==> config.mk <==
export PLATFORM = sky130hd
export DESIGN_NAME = connect4_turn_ctrl
export DESIGN_NICKNAME = d
export VERILOG_FILES = /design/src/rtl/connect4_turn_ctrl.sv
export SDC_FILE = /design/constraint.sdc
export NUM_CORES = 1
export LEC_CHECK = 0
export BUFFER_PORTS_ARGS = -buffer_cell sky130_fd_sc_hd__buf_4
export CAP_MARGIN = 20
export CORE_MARGIN = 2
export CORE_UTILIZATION = 35
export CTS_BUF_LIST = sky130_fd_sc_hd__clkbuf_4 sky130_fd_sc_hd__clkbuf_8 sky130_fd_sc_hd__clkbuf_16
export DETAILED_ROUTE_END_ITERATION = 8
export GPL_ROUTABILITY_DRIVEN = 0
export SYNTH_ARGS = -nofsm -noshare
export SYNTH_HDL_FRONTEND = slang
export SYNTH_SLANG_ARGS = --single-unit
==> constraint.sdc <==
create_clock -name clk -period 4.9 [get_ports clk]
set_clock_uncertainty 0.05 [all_clocks]
set_input_delay 0.245 -clock clk [delete_from_list [all_inputs] [get_ports clk]]
set_output_delay 0.245 -clock clk [all_outputs]
set_load 0.1 [all_outputs]
==> src/rtl/connect4_turn_ctrl.sv <==
// Turn sequencer for the Connect4 board. It validates each drop against per-column heights,
// strobes the board, waits for the win logic to settle, then passes the turn or ends the game.
module connect4_turn_ctrl #(
    parameter int unsigned COLS          = 7,
    parameter int unsigned ROWS          = 6,
    parameter int unsigned SETTLE_CYCLES = 4,
    parameter int unsigned TURN_TIMEOUT  = 50,
    parameter int unsigned TW            = $clog2(TURN_TIMEOUT + 1)
) (
    input  logic          clk,
    input  logic          rst,
    input  logic          start,
    input  logic [2:0]    column,
    input  logic          load_btn,
    input  logic          board_win,
    output logic          board_clr,
    output logic          load_pulse,
    output logic [2:0]    load_col,
    output logic          player,
    output logic          invalid,
    output logic          timeout,
    output logic [TW-1:0] time_left,
    output logic          game_over,
    output logic [1:0]    winner
);

    localparam int unsigned HW = $clog2(ROWS + 1);
    localparam int unsigned MW = $clog2(COLS * ROWS + 1);
    localparam int unsigned SW = (SETTLE_CYCLES > 1) ? $clog2(SETTLE_CYCLES) : 1;

    typedef enum logic [2:0] {
        StIdle,
        StWaitMove,
        StDrop,
        StSettle,
        StCheck,
        StGameOver
    } state_e;

    state_e        state;
    logic [HW-1:0] height [COLS];
    logic [MW-1:0] moves;
    logic [SW-1:0] settle_cnt;
    logic          load_btn_q;

    logic          btn_edge;
    logic          col_ok;
    logic [HW-1:0] col_h;
    logic          move_ok;

    always_comb begin
        btn_edge = load_btn & ~load_btn_q;
        col_ok   = 32'(column) < COLS;
        col_h    = col_ok ? height[column] : '0;
        move_ok  = btn_edge & col_ok & (32'(col_h) < ROWS);
    end

    always_ff @(posedge clk) begin
        if (rst) begin
            state      <= StIdle;
            moves      <= '0;
            settle_cnt <= '0;
            load_btn_q <= 1'b0;
            board_clr  <= 1'b0;
            load_pulse <= 1'b0;
            load_col   <= '0;
            player     <= 1'b0;
            invalid    <= 1'b0;
            timeout    <= 1'b0;
            time_left  <= '0;
            game_over  <= 1'b0;
            winner     <= 2'b00;
            for (int unsigned c = 0; c < COLS; c++) height[c] <= '0;
        end else begin
            load_btn_q <= load_btn;
            board_clr  <= 1'b0;
            load_pulse <= 1'b0;
            invalid    <= 1'b0;
            timeout    <= 1'b0;

            unique case (state)
                StIdle: begin
                    if (start) begin
                        board_clr <= 1'b1;
                        player    <= 1'b0;
                        time_left <= TW'(TURN_TIMEOUT);
                        state     <= StWaitMove;
                    end
                end
                StWaitMove: begin
                    // A valid move beats an expiring timer in the same cycle.
                    if (move_ok) begin
                        load_col   <= column;
                        load_pulse <= 1'b1;
                        state      <= StDrop;
                        if (time_left != '0) time_left <= time_left - 1'b1;
                    end else if (time_left == '0) begin
                        timeout   <= 1'b1;
                        player    <= ~player;
                        time_left <= TW'(TURN_TIMEOUT);
                    end else begin
                        time_left <= time_left - 1'b1;
                    end
                    if (btn_edge && !move_ok) invalid <= 1'b1;
                end
                StDrop: begin
                    height[load_col] <= height[load_col] + 1'b1;
                    moves            <= moves + 1'b1;
                    settle_cnt       <= SW'(SETTLE_CYCLES - 1);
                    state            <= StSettle;
                end
                StSettle: begin
                    if (settle_cnt == '0) state <= StCheck;
                    else settle_cnt <= settle_cnt - 1'b1;
                end
                StCheck: begin
                    if (board_win) begin
                        winner    <= {player, ~player};
                        game_over <= 1'b1;
                        state     <= StGameOver;
                    end else if (32'(moves) == COLS * ROWS) begin
                        winner    <= 2'b11;
                        game_over <= 1'b1;
                        state     <= StGameOver;
                    end else begin
                        player    <= ~player;
                        time_left <= TW'(TURN_TIMEOUT);
                        state     <= StWaitMove;
                    end
                end
                StGameOver: begin
                    if (start) begin
                        board_clr <= 1'b1;
                        moves     <= '0;
                        winner    <= 2'b00;
                        game_over <= 1'b0;
                        player    <= 1'b0;
                        time_left <= TW'(TURN_TIMEOUT);
                        state     <= StWaitMove;
                        for (int unsigned c = 0; c < COLS; c++) height[c] <= '0;
                    end
                end
                default: state <= StIdle;
            endcase
        end
    end

endmodule
==> results of run 1 <==
[path summary, 6_finish.rpt]
kind                  start           end  slack, ps  cells past startpoint
hold reg to reg   game_over     game_over        470                      2
hold / removal    board_win     winner[1]        120                      2
setup reg to reg       flop  height[5][2]       2420                      5
setup / recovery       flop  height[5][2]       2420                      5
[state kept, by name (all words and copies together), names as in the netlist, 2 cells and up, named ones only]
name and cells:
winner 2, height 24, moves 6, load_col 3
state 3, settle_cnt 2, time_left 6
[critical path: cells and delay by family, from the launching register on]
family	cells	cell delay [ps]
flip-flops	1	550
multiplexers	2	900
AND/OR/NAND/NOR	1	100
XOR/XNOR	1	380
adder cells (fa/ha/maj)	1	240
[cell usage in the layout, fill, tap and decap left out, types with 3 or more instances in the layout]
master    Yosys  final
o31ai_1       3      3
nor2b_1      10     10
nand2b_1      8      8
buf_4         0     24
a21oi_1      14     14
nor3b_1       3      3
nand3_1       8      8
nor3_1        8      8
ha_1          6      6
a31oi_1       3      3
inv_1         9      9
nor4_1        5      5
o21ai_0       8      8
nand4b_1      3      3
mux4_2        6      6
xor2_1        4      4
a311oi_1      5      5
nor2_1       46     46
edfxtp_1     24     24
clkbuf_8      0      5
dfxtp_1      32     32
nand2_1      21     21
[cell type report]
cell class / instances / share of cell area
clock buffers: 7 / 0.0268
clock inverters: 1 / 0.00120
inverters: 10 / 0.0120
multi-input cells: 204 / 0.427
flip-flops and latches: 56 / 0.435
well taps: 102 / 0.0408
repair buffers: 24 / 0.0576
[power groups by stage]
stage          sequential (uW)  combinational, uW  clock, uW
2_1_floorplan              658                135          0
3_3_place_gp               555                305          0
6_report                   544                307        259
4_1_cts                    545                308        265
3_5_place_dp               556                307          0
5_1_grt                    550                329        281
[cells by family (layout without fill, tap and decap cells)]
group	after synthesis	after routing	share of synthesized area
compound gates	54	54	0.136
buf+inv	18	42	0.0249
mux	11	11	0.0683
flops	56	56	0.492
xor+xnor	5	5	0.0186
fa+ha+maj	6	6	0.0271
simple gates	128	128	0.233
[through the flow]
stage / hold slack (ps) / utilization / cell area (um^2) / total power (uW) / setup WS [ps]
after global routing: 115 / 0.407 / 3130 / 1160 / 2300
final: 117 / 0.407 / 3130 / 1110 / 2420
after detailed placement: 442 / 0.396 / 3040 / 862 / 2430
after global placement: 437 / 0.396 / 3040 / 860 / 2470
after CTS: 108 / 0.407 / 3130 / 1120 / 2420
after floorplan: 313 / - / 2770 / 793 / 2670
[per-layer routing]
metal	share of wire	GRT usage
met4	0.019	0.0502
met5	0	0
met2	0.48	0.233
met3	0.046	0.0244
met1	0.45	0.195
==> key figures, run 1 <==
Outcome
  – Outcome: finished clean

Hold path
  – Worst hold path class: in -> reg

Placement
  – DP Cell Count: around 400
  – IO buf count: 24
  – DP Wirelength: around 4400 um

Synthesis
  – Most common cell in the synthesized netlist: nor2_1
  – Post-synth top flop: dfxtp_1
  – Synth top area cells: edfxtp_1 26%, dfxtp_1 23%, nor2_1 6.2%, mux4_2 4.9%, nand2_1 2.9%
  – Cell variety after synth: between 50 and 60
  – Asr flop ratio synth: 0
  – Largest area contributor in the netlist: edfxtp_1
  – Sequential share of the synthesized area: 0.492
  – Syn Inst Count: 278
  – Syn Area/Cell: between 9 and 10 um^2
  – Share of the synthesized area in the top cell type: 0.261
  – Most common library cells after synthesis: 46 x nor2_1, 32 x dfxtp_1, 24 x edfxtp_1
  – Seq cells post-synth: 56
  – Cell area after synthesis: about 0.0028 mm^2
  – EDFF count, synth: 24
  – YS warnings: 0
  – Syn_nets: 292

Routing
  – Drt drc: 0
  – Final ANT Viol Nets: 0
  – Via/cell ratio: 5.37
  – DR pass1 iterations: 4
  – Routed vias: between 2000 and 2500
  – Initial DRC Count: 107
  – Drt wl/cell: 14.7 um
  – Post-Route WL: approximately 6000 um

Clock tree
  – Post-CTS setup buffers: 0
  – TritonCTS Sinks: between 50 and 60
  – Insertion delay to the later sink of the worst-skew pair: 300 ps
  – CTS Buf Count: 5
  – CTS max path bufs: 2
  – # hold bufs at CTS: 0
  – CTS clk-pin slew, worst paths: 100 ps
  – Number of gates resized after cts: 0
  – Clock root cell: clkbuf_8
  – CTS tree: done
  – CTS H-tree lvls: 2

Die
  – Die Wd: between 90 and 100 um
  – Die area: roughly 0.0086 mm^2
  – IO Pins: 25
  – Placeable Area: between 0.007 and 0.008 mm^2
  – Starting Density: 0.360
  – Die Ht: a little over 90 um
  – Site Rows: 32

Global routing
  – Vias in the first global route: a little over 2000
  – Overflow after GRT: 0
  – Total track usage: 0.144
  – Largest net degree at the start of global routing: 35
  – Initial antenna violation count: 0
  – First-pass GRT wire length: between 9000 and 10000 um

Power
  – Sw Share: 0.357
  – Internal power: slightly above 700 uW
  – Static Leak: approximately 0.0012 uW
  – Net Sw Power: 397 uW
  – Gate power share: 0.276
  – Worst vdd ir: around 0.13 mV
  – Cell area power density: ~350 mW/mm^2
  – Clock network power share: 0.233
  – Sequential power share: 0.490

Cells and area
  – Register area: around 0.0014 mm^2
  – ANT cells: 0
  – Area delta synth->final: 13.2%
  – Layout Cells excl Fill: just over 400
  – Fillers: about 770
  – Nets@finish: 315
  – Fraction of layout cells with a size suffix above 1: 0.159
  – Multi-input logic area: 0.00134 mm^2

Critical path
  – Element type at the critical path end: flop
  – Critical Path AT: between 2000 and 2500 ps
  – Setup Crit Path Kind: reg -> reg
  – Max stage delay on crit path: ~550 ps
  – CP Launch Type: flop
  – Crit-path max FO: 9
  – Crit-path slowest cell: dfxtp_1
  – Critical path data required time: between 4000 and 5000 ps
  – Crit path cell chain: mux4_2 -> mux2_2 -> ha_1 -> xor2_2 -> nor2_1

Timing
  – FMAX: between 0.4 and 0.5 GHz
  – Fin crit share: 0.506
  – Setup TNS: 0 ps
  – Slew margin rel.: 0.482
  – Setup violators final: 0
  – Final hold viol count: 0
  – Max-slew violation count: 0
  – Worst-margin pin slew: about 770 ps
  – Fin crit period: 2480 ps
  – Unrepaired setup endpoints after global routing: false

Run
  – Max-Cap Viols: 0
Power figures use the tool's default switching activity.
==> inputs of run 2 (changes only) <==
--- a/config.mk
+++ b/config.mk
@@ -5,6 +5,7 @@
 export SDC_FILE = /design/constraint.sdc
 export NUM_CORES = 1
 export LEC_CHECK = 0
+export ABC_AREA = 1
 export BUFFER_PORTS_ARGS = -buffer_cell sky130_fd_sc_hd__buf_4
 export CAP_MARGIN = 20
 export CORE_MARGIN = 2
==> constraint.sdc (replaced) <==
create_clock -name clk -period 2 [get_ports clk]
set_clock_uncertainty 0.05 [all_clocks]
set_input_delay 0.1 -clock clk [delete_from_list [all_inputs] [get_ports clk]]
set_output_delay 0.1 -clock clk [all_outputs]
set_load 0.1 [all_outputs]
==> key figures, run 2 <==
Outcome
  – Outcome: finished clean

Cells and area
  – Fraction of layout cells with a size suffix above 1: 0.197 (+0.0378)
  – Largest regs: height (24), moves (6), time_left (6)
  – Area delta synth->final: 16.8%
  – Multi-input logic area: 0.00117 mm^2 (-12%)
  – Layout Cells excl Fill: 468 (+16%)
  – Commonest non-fill, non-tap cell in the layout: nor2_1
  – Max FFs per register: 24 (unchanged)
  – Nets@finish: 379 (+20%)
  – Most frequent cells in the layout: 72 x nor2_1, 53 x nand2_1, 30 x inv_1
  – ANT cells: 0 (unchanged)
  – Register area: 0.00137 mm^2 (+0.64%)
  – Largest Register: height
  – Fillers: 799 (+4.2%)

Synthesis
  – Synth top area cells: edfxtp_1 27%, dfxtp_1 24%, nor2_1 10%, nand2_1 7.4%, inv_1 4.4%
  – Seq cells post-synth: 56 (unchanged)
  – Share of the synthesized area in the top cell type: 0.267 (+0.00603)
  – Syn_nets: 345 (+18%)
  – EDFF count, synth: 24 (unchanged)
  – Syn Inst Count: 331 (+19%)
  – Cell area after synthesis: 0.00270 mm^2 (-2.3%)
  – Post-synth top flop: dfxtp_1
  – Asr flop ratio synth: 0 (unchanged)
  – Sequential share of the synthesized area: 0.504 (+0.0114)
  – Cell variety after synth: 35 (-36%)
  – Syn Area/Cell: 8.16 um^2 (-18%)
  – YS warnings: 0 (unchanged)
  – Most common cell in the synthesized netlist: nor2_1
  – Largest area contributor in the netlist: edfxtp_1
  – Most common library cells after synthesis: 73 x nor2_1, 53 x nand2_1, 32 x dfxtp_1, 32 x inv_1, 24 x edfxtp_1

Placement
  – DP Worst Slack: 47.5 ps (-2380 ps)
  – DP Wirelength: 4440 um (+0.40%)
  – IO buf count: 24 (unchanged)
  – DP Cell Count: 458 (+16%)

Die
  – Die area: 0.00844 mm^2 (-2.2%)
  – Die Wd: 91.9 um (-1.1%)
  – Placeable Area: 0.00761 mm^2 (-1.0%)
  – Site Rows: 32 (unchanged)
  – Die Ht: 91.9 um (-1.1%)
  – Starting Density: 0.355 (-0.00444)
  – IO Pins: 25 (unchanged)

Timing
  – Setup TNS: 0 ps (unchanged)
  – Setup violators final: 0 (unchanged)
  – Final hold viol count: 0 (unchanged)
  – Max-slew violation count: 0 (unchanged)
  – Final setup margin: 124 ps (-2300 ps)
  – FMAX: 0.533 GHz (+32%)
  – Fin crit share: 0.938 (+0.432)
  – WHS: 9.62 ps (-107 ps)
  – Unrepaired setup endpoints after global routing: false
  – Slew margin rel.: 0.647 (+0.165)
  – Fin crit period: 1880 ps (-602 ps)
  – Worst-margin pin slew: 526 ps (-243 ps)

Run
  – Max-Cap Viols: 0 (unchanged)

Routing
  – DR pass1 iterations: 4 (unchanged)
  – Via/cell ratio: 4.72 (-12%)
  – Initial DRC Count: 200 (+87%)
  – Final ANT Viol Nets: 0 (unchanged)
  – Post-Route WL: 5760 um (-3.3%)
  – Drt wl/cell: 12.3 um (-17%)
  – Routed vias: 2207 (+1.8%)
  – Drt drc: 0 (unchanged)

Clock tree
  – CTS max path bufs: 2 (unchanged)
  – CTS clk-pin slew, worst paths: 120 ps (+20 ps)
  – Clock root cell: clkbuf_8
  – Insertion delay to the later sink of the worst-skew pair: 320 ps (+20 ps)
  – CTS tree: done
  – CTS H-tree lvls: 2 (unchanged)
  – CTS Buf Count: 5 (unchanged)
  – TritonCTS Sinks: 56 (unchanged)

Critical path
  – Crit-path most repeated cell: nor2_1
  – Critical R2R Capture: height[2][2]
  – Element type at the critical path end: flop
  – Crit-path slowest cell: dfxtp_2
  – Setup Crit Path Kind: reg -> reg
  – Critical Path AT: 1900 ps (-580 ps)
  – Crit path cell chain: inv_1 -> o21ai_0 -> o22ai_1 -> nor2_1 -> a31oi_1 -> ha_2 -> xor2_2 -> buf_4 -> nor2_1
  – Max stage delay on crit path: 380 ps (-170 ps)
  – Crit-path max FO: 8 (-1)
  – Reg-to-reg slack, setup: 120 ps (-2300 ps)
  – Critical path data required time: 2020 ps (-2880 ps)
  – CP Launch Type: flop
  – FF-to-FF path depth: 9 (+4)

Hold path
  – Hold Path End: board_clr
  – Worst hold path class: in -> reg
  – Hold wc startpoint: start
  – Hold depth: 3 (+1)

Global routing
  – First-pass GRT wire length: 9720 um (-0.49%)
  – Initial antenna violation count: 0 (unchanged)
  – Vias in the first global route: 2097 (+3.1%)
  – Overflow after GRT: 0 (unchanged)
  – Total track usage: 0.145 (+0.000788)
  – Largest net degree at the start of global routing: 21 (-40%)

Power
  – Worst vdd ir: 0.682 mV (+440%)
  – Static Leak: 0.00129 uW (+11%)
  – Cell area power density: 1360 mW/mm^2 (+280%)
## run 2: per-stage QoR
stage                util  total power (uW)  instance area, um^2
floorplan               -              3160                 2710
finish              0.415              4280                 3160
global placement    0.398              3630                 3030
detailed placement  0.398              3620                 3030
CTS                 0.413              4300                 3140
global route        0.415              4580                 3160
## run 2: worst max path at each step
| stage | startpoint | endpoint | slack (ps) | depth (start not counted) |
|---|---|---|---|---|
| 2_1_floorplan | time_left[4] | time_left[2] | 70 | 9 |
| 3_3_place_gp | flop | height[6][2] | 80 | 8 |
| 3_5_place_dp | flop | height[2][2] | 50 | 9 |
| 4_1_cts | flop | height[2][2] | 8 | 9 |
| 5_1_grt | flop | height[2][2] | 0.8 | 9 |
| 6_report | flop | height[2][2] | 120 | 9 |
## run 2: cells by family after synthesis
kind of cell / Yosys count / synth area share
adder cells (fa/ha/maj): 6 / 0.0278
buffers and inverters: 43 / 0.0653
AO/OA/AOI/OAI: 51 / 0.107
AND/OR/NAND/NOR: 170 / 0.277
flip-flops: 56 / 0.504
XOR/XNOR: 5 / 0.0190
## run 2: power breakdown
| group | leakage [uW] | internal, uW | total (uW) | switching (uW) |
|---|---|---|---|---|
| Clock | 0.0000511 | 266 | 671 | 405 |
| Sequential | 0.000508 | 1380 | 1530 | 148 |
| Combinational | 0.000729 | 585 | 2080 | 1490 |
| Total | 0.00129 | 2230 | 4280 | 2050 |
## run 2: timing repair
action | CTS | global route
endpoints found under the hold margin | 3 | 0
hold buffers | 2 | 0
setup endpoints to repair | 0 | 38
resized for setup | 0 | 6
setup buffers | 0 | 0
## run 2: layout make-up
class | count | area share
clock buffer | 5 | 0.0218
clock inverter | 3 | 0.00912
inverter | 39 | 0.0484
multi-input combinational | 232 | 0.371
sequential | 56 | 0.434
tap | 102 | 0.0404
timing repair buffer | 31 | 0.0753
## run 2: per-layer routing
| metal | vias up | global-route usage | wire [um] |
|---|---|---|---|
| met4 | 0 | 0.0336 | 47 |
| li1 | 1155 | - | - |
| met3 | 4 | 0.0255 | 261 |
| met2 | 50 | 0.252 | 2810 |
| met1 | 998 | 0.188 | 2640 |
| met5 | - | 0 | 0 |
## run 2: worst max-delay path, delay by kind of cell, from the launching register on
kind | cells | cell delay (ps)
AO/OA/AOI/OAI | 3 | 400
XOR/XNOR | 1 | 120
adder cells (fa/ha/maj) | 1 | 220
buffers and inverters | 2 | 340
flip-flops | 1 | 380
AND/OR/NAND/NOR | 2 | 110
==> inputs of run 3 (changes only) <==
--- a/config.mk
+++ b/config.mk
@@ -8,11 +8,14 @@
 export ABC_AREA = 1
 export BUFFER_PORTS_ARGS = -buffer_cell sky130_fd_sc_hd__buf_4
 export CAP_MARGIN = 20
+export CELL_PAD_IN_SITES_DETAIL_PLACEMENT = 0
+export CELL_PAD_IN_SITES_GLOBAL_PLACEMENT = 1
 export CORE_MARGIN = 2
 export CORE_UTILIZATION = 35
 export CTS_BUF_LIST = sky130_fd_sc_hd__clkbuf_4 sky130_fd_sc_hd__clkbuf_8 sky130_fd_sc_hd__clkbuf_16
 export DETAILED_ROUTE_END_ITERATION = 8
 export GPL_ROUTABILITY_DRIVEN = 0
+export PLACE_DENSITY_LB_ADDON = 0.1
 export SYNTH_ARGS = -nofsm -noshare
 export SYNTH_HDL_FRONTEND = slang
 export SYNTH_SLANG_ARGS = --single-unit
==> key figures, run 3 (same netlist as run 2, synthesis figures left out) <==
Outcome
  – Outcome: finished clean

Global routing
  – First-pass GRT wire length: 10500 um (+8.3%)
  – Largest net degree at the start of global routing: 16 (-24%)
  – Initial antenna violation count: 0 (unchanged)
  – Vias in the first global route: 2212 (+5.5%)
  – Overflow after GRT: 0 (unchanged)
  – Total track usage: 0.159 (+0.0145)

Timing
  – Worst-margin pin slew: 533 ps (+7.08 ps)
  – Unrepaired setup endpoints after global routing: false
  – Slew margin rel.: 0.644 (-0.00293)
  – Final hold viol count: 0 (unchanged)
  – FMAX: 0.541 GHz (+1.4%)
  – Fin crit share: 0.925 (-0.0132)
  – Setup violators final: 0 (unchanged)
  – Setup TNS: 0 ps (unchanged)
  – Max-slew violation count: 0 (unchanged)
  – Fin crit period: 1850 ps (-26.3 ps)
  – WHS: 57.7 ps (+48.1 ps)

Cells and area
  – Commonest non-fill, non-tap cell in the layout: nor2_1
  – ANT cells: 0 (unchanged)
  – Largest Register: height
  – Max FFs per register: 24 (unchanged)
  – Nets@finish: 384 (+1.3%)
  – Area delta synth->final: 17.8%
  – Fraction of layout cells with a size suffix above 1: 0.202 (+0.00544)
  – Most frequent cells in the layout: 72 x nor2_1, 53 x nand2_1, 33 x buf_4
  – Utilization after layout: 0.419 (+0.00378)
  – Largest regs: height (24), moves (6), time_left (6)

Clock tree
  – TritonCTS Sinks: 56 (unchanged)
  – Insertion delay to the later sink of the worst-skew pair: 310 ps (about the same)
  – Post-CTS setup buffers: 0 (unchanged)
  – CTS H-tree lvls: 2 (unchanged)
  – Clock root cell: clkbuf_8
  – CTS Buf Count: 5 (unchanged)
  – CTS max path bufs: 2 (unchanged)
  – CTS clk-pin slew, worst paths: 100 ps (-20 ps)
  – CTS tree: done

Routing
  – Post-Route WL: 6240 um (+8.3%)
  – Routed vias: 2230 (+1.0%)
  – Final ANT Viol Nets: 0 (unchanged)
  – DR pass1 iterations: 4 (unchanged)
  – Via/cell ratio: 4.71 (about the same)
  – Drt drc: 0 (unchanged)
  – Drt wl/cell: 13.2 um (+7.2%)
  – Initial DRC Count: 127 (-37%)

Placement
  – IO buf count: 24 (unchanged)
  – DP Wirelength: 4820 um (+8.6%)

Critical path
  – Setup Crit Path Kind: reg -> reg
  – Critical path data required time: 2020 ps (about the same)
  – FF-to-FF path depth: 9 (unchanged)
  – Critical R2R Capture: height[4][2]
  – Reg-to-reg slack, setup: 150 ps (+30 ps)
  – Critical Path AT: 1870 ps (-30 ps)
  – CP Launch Type: flop
  – Crit-path max FO: 8 (unchanged)
  – Element type at the critical path end: flop

Die
  – Placeable Area: 0.00761 mm^2 (unchanged)
  – Die Ht: 91.9 um (unchanged)
  – IO Pins: 25 (unchanged)
  – Site Rows: 32 (unchanged)
  – Starting Density: 0.355 (unchanged)
  – Die area: 0.00844 mm^2 (unchanged)
  – Die Wd: 91.9 um (unchanged)

Hold path
  – Worst hold path class: in -> reg
  – Hold depth: 4 (+1)
  – Hold wc startpoint: board_win
  – Hold Path End: winner[1]

Run
  – Max-Cap Viols: 0 (unchanged)

Power
  – Static Leak: 0.00131 uW (+2.0%)
  – Worst vdd ir: 0.583 mV (-15%)
  – Cell area power density: 1350 mW/mm^2 (-0.68%)
==> run 3: changes by cell type in the layout (fill, tap and decap cells not counted), sizes merged <==
cell	change
buf	+4
clkbuf	+3
clkinvlp	-1
dlygate4sd3	+1
inv	-2
==> run 3: metal layers <==
metal | routed length [um] | share of wire | vias up | track usage
li1 | - | - | 1160 | -
met1 | 3160 | 0.51 | 1030 | 0.216
met2 | 2770 | 0.44 | 30 | 0.255
met3 | 172 | 0.028 | 10 | 0.0312
met4 | 139 | 0.022 | 0 | 0.0560
met5 | 0 | 0 | - | 0
==> run 3: critical path, stage by stage, from the launching register on <==
cell	delay, ps
dfxtp_2	360
buf_4	140
o21ai_0	110
o22ai_1	160
inv_1	70
o21ai_2	150
ha_2	220
xor2_2	110
buf_4	180
nor2_1	50
==> run 3: cell type report <==
class                      count  area [um^2]
inverter                      39          149
sequential                    56         1370
fill                         815         4420
clock buffer                   8         91.3
tap                          102          128
timing repair buffer          36          278
multi-input combinational    232         1170
==> run 3: repair_timing <==
action / CTS / global route
hold endpoints to repair: 4 / 0
gates resized for setup: 0 / 6
hold buffers: 3 / 0
endpoints found under the setup margin: 0 / 37
==> run 3: how the worst max path moves through the flow <==
stage | cells after the start | slack (ps) | to
after floorplan | 9 | 70 | time_left[2]
after global placement | 9 | 60 | height[4][2]
after detailed placement | 8 | 70 | height[1][1]
after CTS | 8 | 60 | height[6][1]
after global routing | 9 | 20 | height[4][2]
final | 9 | 150 | height[4][2]
==> run 3: power breakdown <==
group | internal, uW | total (uW) | switching, uW
Clock | 291 | 649 | 358
Combinational | 603 | 2110 | 1510
Sequential | 1380 | 1530 | 146
Total | 2280 | 4290 | 2010
==> run 3: per-stage QoR <==
step	total power (uW)	cell area (um^2)	setup slack (ps)	std cells
4_1_cts	4330	3180	56.8	473
3_5_place_dp	3670	3060	74.6	462
6_report	4290	3180	150	473
2_1_floorplan	3160	2710	72.4	331
5_1_grt	4610	3180	19.4	473
3_3_place_gp	3690	3060	58.3	462
